===== config.mk =====
export PLATFORM = sky130hd
export DESIGN_NAME = sram_march_bist
export DESIGN_NICKNAME = d
export VERILOG_FILES = /design/src/rtl/sram_march_bist.sv
export SDC_FILE = /design/constraint.sdc
export NUM_CORES = 1
export LEC_CHECK = 0
export CAP_MARGIN = 20
export CORE_MARGIN = 2
export CORE_UTILIZATION = 25
export DETAILED_ROUTE_END_ITERATION = 12
export HOLD_SLACK_MARGIN = 0.06
export PLACE_DENSITY_LB_ADDON = 0.15
export SLEW_MARGIN = 10
export SYNTH_ARGS = -nofsm -noshare
export SYNTH_HDL_FRONTEND = slang
export SYNTH_SLANG_ARGS = --single-unit

===== constraint.sdc =====
create_clock -name wb_clk_i -period 3.95 [get_ports wb_clk_i]
set_input_delay 0.5925 -clock wb_clk_i [delete_from_list [all_inputs] [get_ports wb_clk_i]]
set_output_delay 0.5925 -clock wb_clk_i [all_outputs]
set_load 0.005 [all_outputs]

===== src/rtl/sram_march_bist.sv =====
// March C- self-test engine for the SRAM test array: drives shared port 0 plus one csb0 per
// channel, checks every read after RD_LAT cycles and keeps sticky per-channel results.
module sram_march_bist #(
    parameter int NUM_CH  = 16,
    parameter int DATA_W  = 32,
    parameter int ADDR_W  = 10,
    parameter int WMASK_W = 4,
    parameter int RD_LAT  = 1
) (
    input  logic                      wb_clk_i,
    input  logic                      wb_rst_i,
    input  logic                      start,
    input  logic                      abort,
    input  logic [NUM_CH-1:0]         ch_enable,
    input  logic [ADDR_W-1:0]         addr_last,
    input  logic [DATA_W-1:0]         pattern,
    input  logic [NUM_CH*DATA_W-1:0]  dout_flat,
    output logic [ADDR_W-1:0]         addr0,
    output logic [DATA_W-1:0]         din0,
    output logic                      web0,
    output logic [WMASK_W-1:0]        wmask0,
    output logic [NUM_CH-1:0]         csb0,
    output logic                      busy,
    output logic                      done,
    output logic [NUM_CH-1:0]         fail,
    output logic [$clog2(NUM_CH)-1:0] first_fail_ch,
    output logic [ADDR_W-1:0]         first_fail_addr,
    output logic [DATA_W-1:0]         first_fail_data,
    output logic [15:0]               fail_count
);
    // state | meaning
    // IDLE  | bus parked, waiting for start
    // RUN   | one march operation per cycle (elem_q, phase_q, addr_q)
    // DRAIN | bus parked, last RD_LAT read compares still in the pipe

    localparam int CH_W = $clog2(NUM_CH);

    typedef enum logic [1:0] {S_IDLE, S_RUN, S_DRAIN} state_t;

    state_t              state_q, state_d;
    logic [2:0]          elem_q, elem_d;
    logic                phase_q, phase_d;
    logic [ADDR_W-1:0]   addr_q, addr_d;
    logic [1:0]          drain_q, drain_d;
    logic [NUM_CH-1:0]   ch_en_q;
    logic [ADDR_W-1:0]   addr_last_q;
    logic [DATA_W-1:0]   pattern_q;
    logic                done_q;
    logic                ff_seen_q;

    logic                pipe_vld_q  [RD_LAT];
    logic [DATA_W-1:0]   pipe_exp_q  [RD_LAT];
    logic [ADDR_W-1:0]   pipe_addr_q [RD_LAT];

    logic                start_acc;
    logic                finish;
    logic                op_is_read;
    logic                rw_elem;
    logic                elem_down;
    logic                addr_end;
    logic                bg_one;
    logic [DATA_W-1:0]   op_data;
    logic                cmp_vld;
    logic [NUM_CH-1:0]   mism;
    logic [CH_W-1:0]     first_ch;
    logic [DATA_W-1:0]   first_data;

    assign start_acc = (state_q == S_IDLE) && start;
    assign finish    = (state_q == S_DRAIN) && (drain_q == 2'd0) && !abort;
    assign busy      = (state_q != S_IDLE);
    assign done      = done_q;

    always_ff @(posedge wb_clk_i) begin
        if (wb_rst_i) state_q <= S_IDLE;
        else          state_q <= state_d;
    end

    always_comb begin
        state_d = state_q;
        elem_d  = elem_q;
        phase_d = phase_q;
        addr_d  = addr_q;
        drain_d = drain_q;
        addr0   = '0;
        din0    = '0;
        web0    = 1'b1;
        csb0    = '1;
        wmask0  = '1;

        // Elements 0 and 5 are single-op; 1..4 are read-then-write pairs at one address.
        rw_elem    = (elem_q != 3'd0) && (elem_q != 3'd5);
        op_is_read = (elem_q != 3'd0) && !phase_q;
        elem_down  = (elem_q == 3'd3) || (elem_q == 3'd4);
        addr_end   = elem_down ? (addr_q == '0) : (addr_q == addr_last_q);
        if (op_is_read) bg_one = (elem_q == 3'd2) || (elem_q == 3'd4);
        else            bg_one = (elem_q == 3'd1) || (elem_q == 3'd3);
        op_data = bg_one ? ~pattern_q : pattern_q;

        case (state_q)
            S_IDLE: begin
                if (start) begin
                    elem_d  = 3'd0;
                    phase_d = 1'b0;
                    addr_d  = '0;
                    if (ch_enable != '0) state_d = S_RUN;
                end
            end
            S_RUN: begin
                addr0 = addr_q;
                din0  = op_data;
                web0  = op_is_read;
                csb0  = ~ch_en_q;
                if (rw_elem && !phase_q) begin
                    phase_d = 1'b1;
                end else begin
                    phase_d = 1'b0;
                    if (!addr_end) begin
                        addr_d = elem_down ? addr_q - ADDR_W'(1) : addr_q + ADDR_W'(1);
                    end else if (elem_q == 3'd5) begin
                        state_d = S_DRAIN;
                        drain_d = 2'(RD_LAT - 1);
                    end else begin
                        elem_d = elem_q + 3'd1;
                        // Elements 3 and 4 walk downward from the top address.
                        addr_d = ((elem_q == 3'd2) || (elem_q == 3'd3)) ? addr_last_q : '0;
                    end
                end
            end
            S_DRAIN: begin
                if (drain_q == 2'd0) state_d = S_IDLE;
                else                 drain_d = drain_q - 2'd1;
            end
            default: state_d = S_IDLE;
        endcase

        if (abort && (state_q != S_IDLE)) state_d = S_IDLE;
    end

    always_comb begin
        cmp_vld    = pipe_vld_q[RD_LAT-1] && !abort;
        mism       = '0;
        first_ch   = '0;
        first_data = '0;
        for (int c = 0; c < NUM_CH; c++) begin
            mism[c] = cmp_vld && ch_en_q[c] &&
                      (dout_flat[c*DATA_W +: DATA_W] != pipe_exp_q[RD_LAT-1]);
        end
        // Scan downward so the lowest failing channel is the one left standing.
        for (int c = NUM_CH - 1; c >= 0; c--) begin
            if (mism[c]) begin
                first_ch   = CH_W'(c);
                first_data = dout_flat[c*DATA_W +: DATA_W];
            end
        end
    end

    always_ff @(posedge wb_clk_i) begin
        if (wb_rst_i || abort || start_acc) begin
            for (int i = 0; i < RD_LAT; i++) begin
                pipe_vld_q[i]  <= 1'b0;
                pipe_exp_q[i]  <= '0;
                pipe_addr_q[i] <= '0;
            end
        end else begin
            pipe_vld_q[0]  <= (state_q == S_RUN) && op_is_read;
            pipe_exp_q[0]  <= op_data;
            pipe_addr_q[0] <= addr_q;
            for (int i = 1; i < RD_LAT; i++) begin
                pipe_vld_q[i]  <= pipe_vld_q[i-1];
                pipe_exp_q[i]  <= pipe_exp_q[i-1];
                pipe_addr_q[i] <= pipe_addr_q[i-1];
            end
        end
    end

    always_ff @(posedge wb_clk_i) begin
        if (wb_rst_i) begin
            elem_q          <= 3'd0;
            phase_q         <= 1'b0;
            addr_q          <= '0;
            drain_q         <= 2'd0;
            ch_en_q         <= '0;
            addr_last_q     <= '0;
            pattern_q       <= '0;
            done_q          <= 1'b0;
            fail            <= '0;
            first_fail_ch   <= '0;
            first_fail_addr <= '0;
            first_fail_data <= '0;
            fail_count      <= 16'd0;
            ff_seen_q       <= 1'b0;
        end else begin
            elem_q  <= elem_d;
            phase_q <= phase_d;
            addr_q  <= addr_d;
            drain_q <= drain_d;
            if (start_acc) begin
                ch_en_q         <= ch_enable;
                addr_last_q     <= addr_last;
                pattern_q       <= pattern;
                done_q          <= (ch_enable == '0);
                fail            <= '0;
                first_fail_ch   <= '0;
                first_fail_addr <= '0;
                first_fail_data <= '0;
                fail_count      <= 16'd0;
                ff_seen_q       <= 1'b0;
            end else begin
                if (finish) done_q <= 1'b1;
                if (mism != '0) begin
                    fail <= fail | mism;
                    if (fail_count != 16'hFFFF) fail_count <= fail_count + 16'd1;
                    if (!ff_seen_q) begin
                        ff_seen_q       <= 1'b1;
                        first_fail_ch   <= first_ch;
                        first_fail_addr <= pipe_addr_q[RD_LAT-1];
                        first_fail_data <= first_data;
                    end
                end
            end
        end
    end

endmodule

==> results.md, run 1 <==
- Count of warnings emitted by yosys: 0
- Power density of the placed cells: between 200 and 250 nW/um^2
- Final cell count without fillers: 4,589
- Area of the core region: 75,600 um^2
- Placed cells: 4,526
- Arr. time, crit path: about 4.4 ns
- Number of port buffers: between 700 and 800
- Cell area after placement: 30,900 um^2
- Transition time at the pin with the least slew margin: 0.888 ns
- Post-detailed-routing wire length: approximately 170,000 um
- Max VDD drop: 0.180 mV
- Overall fraction of global-route tracks in use: roughly 41%
- Fmax: 248 MHz
- Clock-pin slew on the worst setup and hold paths: 0.09 ns
- Count of endpoints failing hold in the final timing report: 0
- Number of endpoints failing setup at the final stage: 5
- Worst-case clock buffer depth: 2
- Post-route cell area: 31,700 um^2
- Cell mode on critical path: buf_4
- Critical-path top delay cell: nor4_1
- Number of different library cells in the post-synthesis netlist: 74
- Least setup slack across all paths after layout: -0.0756 ns
- Via count: 26,200
- Worst R2R Start: pipe_exp_q[0][19]
- Fraction of post-synthesis cell area in the top cell type by area: between 20% and 30%
- Normalized max-slew margin: 40.8%
- CP bufs+invs: 6
- Violated checks: negative setup slack
- Worst-path cell chain: clkdlybuf4s50_1 -> buf_4 -> xor2_1 -> nor4_1 -> nand4_1 -> o21ai_0 -> buf_4 -> buf_4 -> buf_12 -> o21ai_0 -> o21ai_0 -> a221oi_1 -> buf_4 -> o211a_1 -> a211oi_1
- Remaining DRCs: 0
- Share of the clock period used by the worst path: 102%
- Number of max-slew violations in the final report: 0
- Cell with the most instances after synthesis: xor2_1
- Worst hold stages: 2
- Most used flip-flop cell after synthesis: dfxtp_1
- Clock tree from TritonCTS: built
- Wire length of the first global-routing pass: 221,000 um
- Initial antenna violation count: 42
- Fraction of layout cells with a size suffix above 1: 18.3%
- Width of the die: 280 um
- Skew-Pair Late Insertion Delay: 0.52 ns
- Pin count of the biggest net entering global routing: between 70 and 80
- Post-synthesis instance area: 19,000 um^2
- Wire length per cell: roughly 37 um
- Worst setup EP type: flop
- Vert. Die Dim: 280 um
- Leading cell types by count after synthesis: 333 x xor2_1, 316 x nand2_1, 241 x xnor2_1, 209 x nor2_1, 199 x dfxtp_1
- Area contributors post-synth: dfxtp_1 21%, xor2_1 15%, xnor2_1 11%
- Via count normalized by instance count: ~5.7
- Per-instance average area after synthesis: 7.58 um^2
- Root buffer cell: clkbuf_16
- Global placement routability congestion: about 1.0
- HPWL after DPL: 141,000 um
- Instance count of the mapped netlist: 2,503
- Share of synthesized flip-flops with an asynchronous set or reset: 0%
- Signed area change from the synthesized netlist to the final layout: 66.9%
- Sequential cell area fraction in the yosys report: between 20% and 30%
- Crit path kind: input pin to flop
- Worst path required time: 4.35 ns
- Area enclosed by the die boundary: 78,200 um^2
- Final Net Count: 4,159
- Top-level I/O count: 717
- Leakage power: between 10 and 15 nW
- Clock tree skew after final layout: between 0.04 and 0.05 ns
- Top cell type by total area after synthesis: dfxtp_1
- Launching element type of the critical path: input pin
- Register-to-register path setup slack: -0.03 ns
- Hold worst-path end: first_fail_addr[1]
- Hold Crit Class: flop to flop
- Placement row count: 101
- First-iteration detailed-routing DRC count: 3,415
- Vias in the first global route: 25,100
- Critical path's largest stage delay: 0.68 ns
- H-tree levels: 4
- Cell family with most CP delay: compound AO/OA/AOI/OAI gates
- Clock sink count: 199
- Count of antenna-violating nets left after detailed routing: 0
- Worst reg2reg endpoint: first_fail_data[3]
- Time the final worst path needs with I/O delays and setup: 4.03 ns
- Util after Layout: a little over two fifths
- Accumulated negative setup slack: -0.190 ns
- Clock buffers created by TritonCTS: 17
- Number of max-cap violations: 0
- Flip-flop and latch count after synthesis: 199
- Global route overflow: 0
- Starting utilization of the core area: 25.1%
- Router iterations before antenna repair: 6
- Number of flops mapped to enable cells by yosys: 0
- Crit-path max FO: 6
- Run status: complete, but fails checks
- Worst r2r path cells: 17
- Origin of the worst min-delay path: pipe_addr_q[0][1]
-- flip-flops by register name (all words and copies together), names as in the netlist --
| signal | flops |
|---|---|
| first_fail_data | 32 |
| pipe_vld_q | 1 |
| phase_q | 1 |
| addr_q | 10 |
| first_fail_addr | 10 |
| pipe_exp_q | 32 |
| addr_last_q | 10 |
| state_q | 2 |
| ff_seen_q | 1 |
| first_fail_ch | 4 |
| drain_q | 2 |
| done | 1 |
| fail_count | 16 |
| pipe_addr_q | 10 |
| ch_en_q | 16 |
| pattern_q | 32 |
| elem_q | 3 |
| fail | 16 |
-- how the worst max path moves through the flow --
stage	slack [ns]	endpoint	cells past startpoint	startpoint
CTS	0.01	first_fail_data[18]	13	dout_flat[417]
global placement	-0.87	first_fail_data[7]	14	dout_flat[224]
global route	-0.0006	first_fail_data[5]	15	pipe_exp_q[0][26]
detailed placement	-0.86	first_fail_data[7]	14	dout_flat[224]
floorplan	1.03	first_fail_data[27]	10	dout_flat[349]
finish	-0.08	first_fail_data[3]	15	dout_flat[447]
-- routing by layer --
layer  track usage (%)  vias to the layer above  wire length [um]
met5                 0                        -                83
met4              19.5                       14              8340
met3              12.1                      373             18500
met2              61.4                     1787             71000
met1              54.5                    13000             70100
li1                  -                    11100                 -
-- stage by stage --
step,setup WS (ns),hold slack [ns],power [mW]
global placement,-0.866,0.424,4.56
floorplan,1.03,0.417,2.92
global route,-0.000593,0.450,6.82
detailed placement,-0.863,0.429,4.53
CTS,0.00964,0.437,6.64
finish,-0.0756,0.436,6.69
-- worst reg2reg max path, cell delays in order (launching register included) --
cell and delay [ns]:
dfxtp_1 0.33, buf_12 0.16, buf_4 0.22, xnor2_1 0.36
nand4_1 0.15, nor4_1 0.39, buf_4 0.25, a21oi_4 0.11
buf_4 0.17, inv_1 0.07, buf_4 0.13, buf_12 0.13
o21ai_0 0.08, o21ai_0 0.47, a221oi_1 0.18, buf_4 0.21
o211a_1 0.22, a211oi_1 0.24
-- kinds of logic (layout without fill, tap and decap cells) --
family                   after synthesis  in the layout  share of synthesized area [%]
adder cells (fa/ha/maj)               16             16                           1.09
flip-flops                           199            199                           21.0
XOR/XNOR                             574            574                           26.5
AO/OA/AOI/OAI                        599            599                           21.8
multiplexers                          13             13                          0.692
other                                  1             33                         0.0198
AND/OR/NAND/NOR                      865            865                           21.8
buffers and inverters                236           1312                           7.14
-- report_power, final --
group          switching, mW  leakage [nW]  internal, mW
clock                   1.20         0.311         0.900
sequential            0.0598          1.61          2.06
combinational           1.33          10.6          1.13
total                   2.59          12.5          4.10
-- area by class of cell --
type,instances,area [um^2]
repair buffers,1254,11800
clock buffers,17,425
flip-flops and latches,199,3990
fillers,7726,43900
well taps,978,1220
clock inverters,15,221
diodes,29,72.6
inverters,26,97.6
multi-input cells,2071,13800
-- cells in the final DEF, fill, tap and decap left out, types with 8 or more instances in the layout --
cell type and n:
clkdlybuf4s50_1 708, buf_4 490, xor2_1 333, nand2_1 315
xnor2_1 241, nor2_1 208, dfxtp_1 198, a21oi_1 143
o21ai_0 104, nand4_1 85, nor4_1 79, buf_12 49
o22ai_1 42, a221oi_1 41, nand3_1 32, o211ai_1 30
diode_2 29, nor3_1 27, inv_1 26, and2_1 22
o221a_2 22, a31oi_1 20, a221o_1 20, a22o_1 19
a22oi_1 18, clkbuf_16 17, a211oi_1 16, nand2b_1 15
nor2b_1 15, nor4_2 15, ha_1 15, o221ai_1 14
nand3b_1 14, o2111ai_1 14, mux2i_1 12, o211a_1 11
a2111oi_0 11, a21boi_0 11, a21o_1 8
-- timing repair --
action / 4_1_cts / 5_1_grt
setup buffers: 0 / 2
resized for setup: 9 / 16
pin swaps: 0 / 4
setup endpoints to repair: 5 / 16
hold buffers: 0 / 0
No activity file was read; power rests on OpenSTA's default activity.
==> run 2, diff against run 1 <==
==> constraint.sdc (replaced) <==
create_clock -name wb_clk_i -period 4.3 [get_ports wb_clk_i]
set_input_delay 0.645 -clock wb_clk_i [delete_from_list [all_inputs] [get_ports wb_clk_i]]
set_output_delay 0.645 -clock wb_clk_i [all_outputs]
set_load 0.005 [all_outputs]
==> results.md, run 2 (synthesized netlist as in run 1, its figures left out) <==
- Signed area change from the synthesized netlist to the final layout: 58.4% (was 66.9%)
- Number of gates given a new drive strength after cts: 1 (was 9)
- Leakage power: 11.6 nW (was 12.5 nW)
- Crit-path max FO: 16 (was 6)
- GRT met1 Usage: 52.3% (was 54.5%)
- Area of the core region: 75,600 um^2 (unchanged)
- Top-level I/O count: 717 (unchanged)
- Via count normalized by instance count: 5.78 (was 5.71)
- Register share of total power: 32.8% (was 31.7%)
- Commonest cells after routing, fill and taps aside: 711 x clkdlybuf4s50_1, 333 x xor2_1, 315 x nand2_1 (was 708 x clkdlybuf4s50_1, 490 x buf_4, 333 x xor2_1)
- Post-route cell area: 30,100 um^2 (was 31,700 um^2)
- Global route overflow: 0 (unchanged)
- Transition time at the pin with the least slew margin: 0.926 ns (was 0.888 ns)
- Clock tree from TritonCTS: built (unchanged)
- Initial antenna violation count: 35 (was 42)
- Fmax: 231 MHz
- Remaining DRCs: 0 (unchanged)
- Met3 track demand over resource: 11.0% (was 12.1%)
- Time the final worst path needs with I/O delays and setup: 4.32 ns
- Switching part of the total: 38.6% (was 38.8%)
- Wire length per cell: 37.3 um (was 36.6 um)
- Least setup slack across all paths after layout: -0.0246 ns (was -0.0756 ns)
- Clock buffers created by TritonCTS: 17 (unchanged)
- Registers with the most flip-flops: first_fail_data: 32 flops, pattern_q: 32 flops, pipe_exp_q: 32 flops (unchanged)
- Cell area after placement: 29,400 um^2 (was 30,900 um^2)
- Net load switching power: 2.29 mW (was 2.59 mW)
- Root buffer cell: clkbuf_16 (unchanged)
- Arr. time, crit path: 4.77 ns (was 4.42 ns)
- Worst-case clock buffer depth: 2 (unchanged)
- Overall fraction of global-route tracks in use: 40.1% (was 41.3%)
- Final Net Count: 3,965 (was 4,159)
- Crit path kind: input pin to flop (unchanged)
- Number of max-cap violations: 0 (unchanged)
- Count of endpoints failing hold in the final timing report: 0 (unchanged)
- Number of port buffers: 712 (unchanged)
- Post-CTS setup repair buffer count: 0 (unchanged)
- Wire length of the first global-routing pass: 215,000 um (was 221,000 um)
- Share of the clock period used by the worst path: 101%
- Leading cell type in the layout, fill and taps excluded: clkdlybuf4s50_1 (unchanged)
- Worst path required time: 4.75 ns (was 4.35 ns)
- H-tree levels: 4 (unchanged)
- Normalized max-slew margin: 38.3% (was 40.8%)
- Clock group share of total power: 31.9% (was 31.4%)
- Number of max-slew violations in the final report: 0 (unchanged)
- First-iteration detailed-routing DRC count: 3,465 (was 3,415)
- Cts hold-fix bufs: 0 (unchanged)
- Vert. Die Dim: 280 um (unchanged)
- Clock sink count: 199 (unchanged)
- Clock-pin slew on the worst setup and hold paths: 0.10 ns (was 0.09 ns)
- Launching element type of the critical path: input pin (unchanged)
- Power density of the placed cells: 198 nW/um^2 (was 211 nW/um^2)
- CP Launch Point: dout_flat[224] (was dout_flat[447])
- Via count: 25,300 (was 26,200)
- Number of endpoints failing setup at the final stage: 1 (was 5)
- Max VDD drop: 0.233 mV (was 0.180 mV)
- Worst setup EP type: flop (unchanged)
- Pin count of the biggest net entering global routing: 79 (unchanged)
- Starting utilization of the core area: 25.1% (unchanged)
- Setup repair after global routing missed its margin: false
- Origin of the worst min-delay path: pipe_addr_q[0][0] (was pipe_addr_q[0][1])
- Vias in the first global route: 24,300 (was 25,100)
- Filler Cells Inserted: 7,916 (was 7,726)
- Hold Crit Class: flop to flop (unchanged)
- Fraction of layout cells with a size suffix above 1: 13.2% (was 18.3%)
- HPWL after DPL: 134,000 um (was 141,000 um)
- Fin Hold WS: 0.435 ns (was 0.436 ns)
- Width of the die: 280 um (unchanged)
- Most used routing layer: met2 (unchanged)
- Run status: complete, but fails checks (unchanged)
- Cell Int Power: 3.66 mW (was 4.10 mW)
- Count of antenna-violating nets left after detailed routing: 0 (unchanged)
- Area enclosed by the die boundary: 78,200 um^2 (unchanged)
- Worst R2R Start: pipe_exp_q[0][19] (unchanged)
- Clock tree skew after final layout: 0.0524 ns (was 0.0457 ns)
- Part of the power in combinational logic: 35.3% (was 36.9%)
- Placement row count: 101 (unchanged)
- Post-detailed-routing wire length: 163,000 um (was 168,000 um)
- Global placement routability congestion: 1.04 (was 1.05)
- Skew-Pair Late Insertion Delay: 0.53 ns (was 0.52 ns)
- Violated checks: negative setup slack (unchanged)
- Global Route met2 Usage: 61.3% (was 61.4%)
- Router iterations before antenna repair: 7 (was 6)
run 2: cell types whose count changed in the layout (fill, tap and decap cells not counted), moves of 3 or more:
| cell | change |
|---|---|
| buf_4 | -188 |
| clkdlybuf4s50_1 | +3 |
| a221oi_1 | +3 |
| buf_6 | -3 |
| nor4_2 | -8 |
| diode_2 | -11 |
| buf_12 | -3 |
| a221oi_2 | -3 |
| nor4_1 | +8 |
run 2: final timing paths:
path                              to  slack (ns)  depth (start not counted)
setup / recovery  first_fail_data[7]       -0.02                         12
hold / removal    first_fail_addr[0]        0.44                          2
setup reg to reg  first_fail_data[7]       -0.01                         12
hold reg to reg   first_fail_addr[0]        0.44                          2
run 2: layer usage:
layer | up-vias | share of wire [%]
li1 | 10700 | -
met1 | 12500 | 41
met2 | 1792 | 43
met3 | 338 | 11
met4 | 14 | 4.7
met5 | - | 0.051
run 2: layout make-up:
class	count	area [um^2]	area share, %
clock inverter	15	210	0.699
multi-input combinational	2071	13800	45.8
tap	978	1220	4.07
sequential	199	3990	13.3
inverter	26	97.6	0.325
timing repair buffer	1060	10300	34.3
clock buffer	17	425	1.42
antenna	18	45.0	0.150
run 2: power groups by stage:
stage	sequential [mW]	clock [mW]	combinational [mW]
after global placement	1.99	0	2.04
after global routing	1.96	1.98	2.14
after floorplan	1.97	0	0.719
after CTS	1.95	1.94	2.04
after detailed placement	2.00	0	2.03
final	1.95	1.90	2.10
run 2: worst max-delay path, stage by stage:
cell and delay, ns:
clkdlybuf4s50_1 0.74, xnor2_1 0.17, nand4_1 0.15, nor4_1 0.61, a21oi_2 0.28, buf_4 0.29
or3_1 0.55, or2_0 0.27, a221o_1 0.26, a31o_1 0.23, a21oi_1 0.33, o221a_1 0.24
run 2: stage by stage:
| stage | power (mW) | setup TNS, ns | cells | utilization (%) | setup slack [ns] |
|---|---|---|---|---|---|
| 3_3_place_gp | 4.04 | -6.40 | 4334 | 38.9 | -0.356 |
| 2_1_floorplan | 2.69 | 0 | 2506 | - | 1.33 |
| 6_report | 5.95 | -0.0246 | 4384 | 39.8 | -0.0246 |
| 3_5_place_dp | 4.02 | -4.67 | 4334 | 38.9 | -0.306 |
| 5_1_grt | 6.09 | 0 | 4384 | 39.8 | 0.00980 |
| 4_1_cts | 5.93 | 0 | 4366 | 39.7 | 0.0926 |
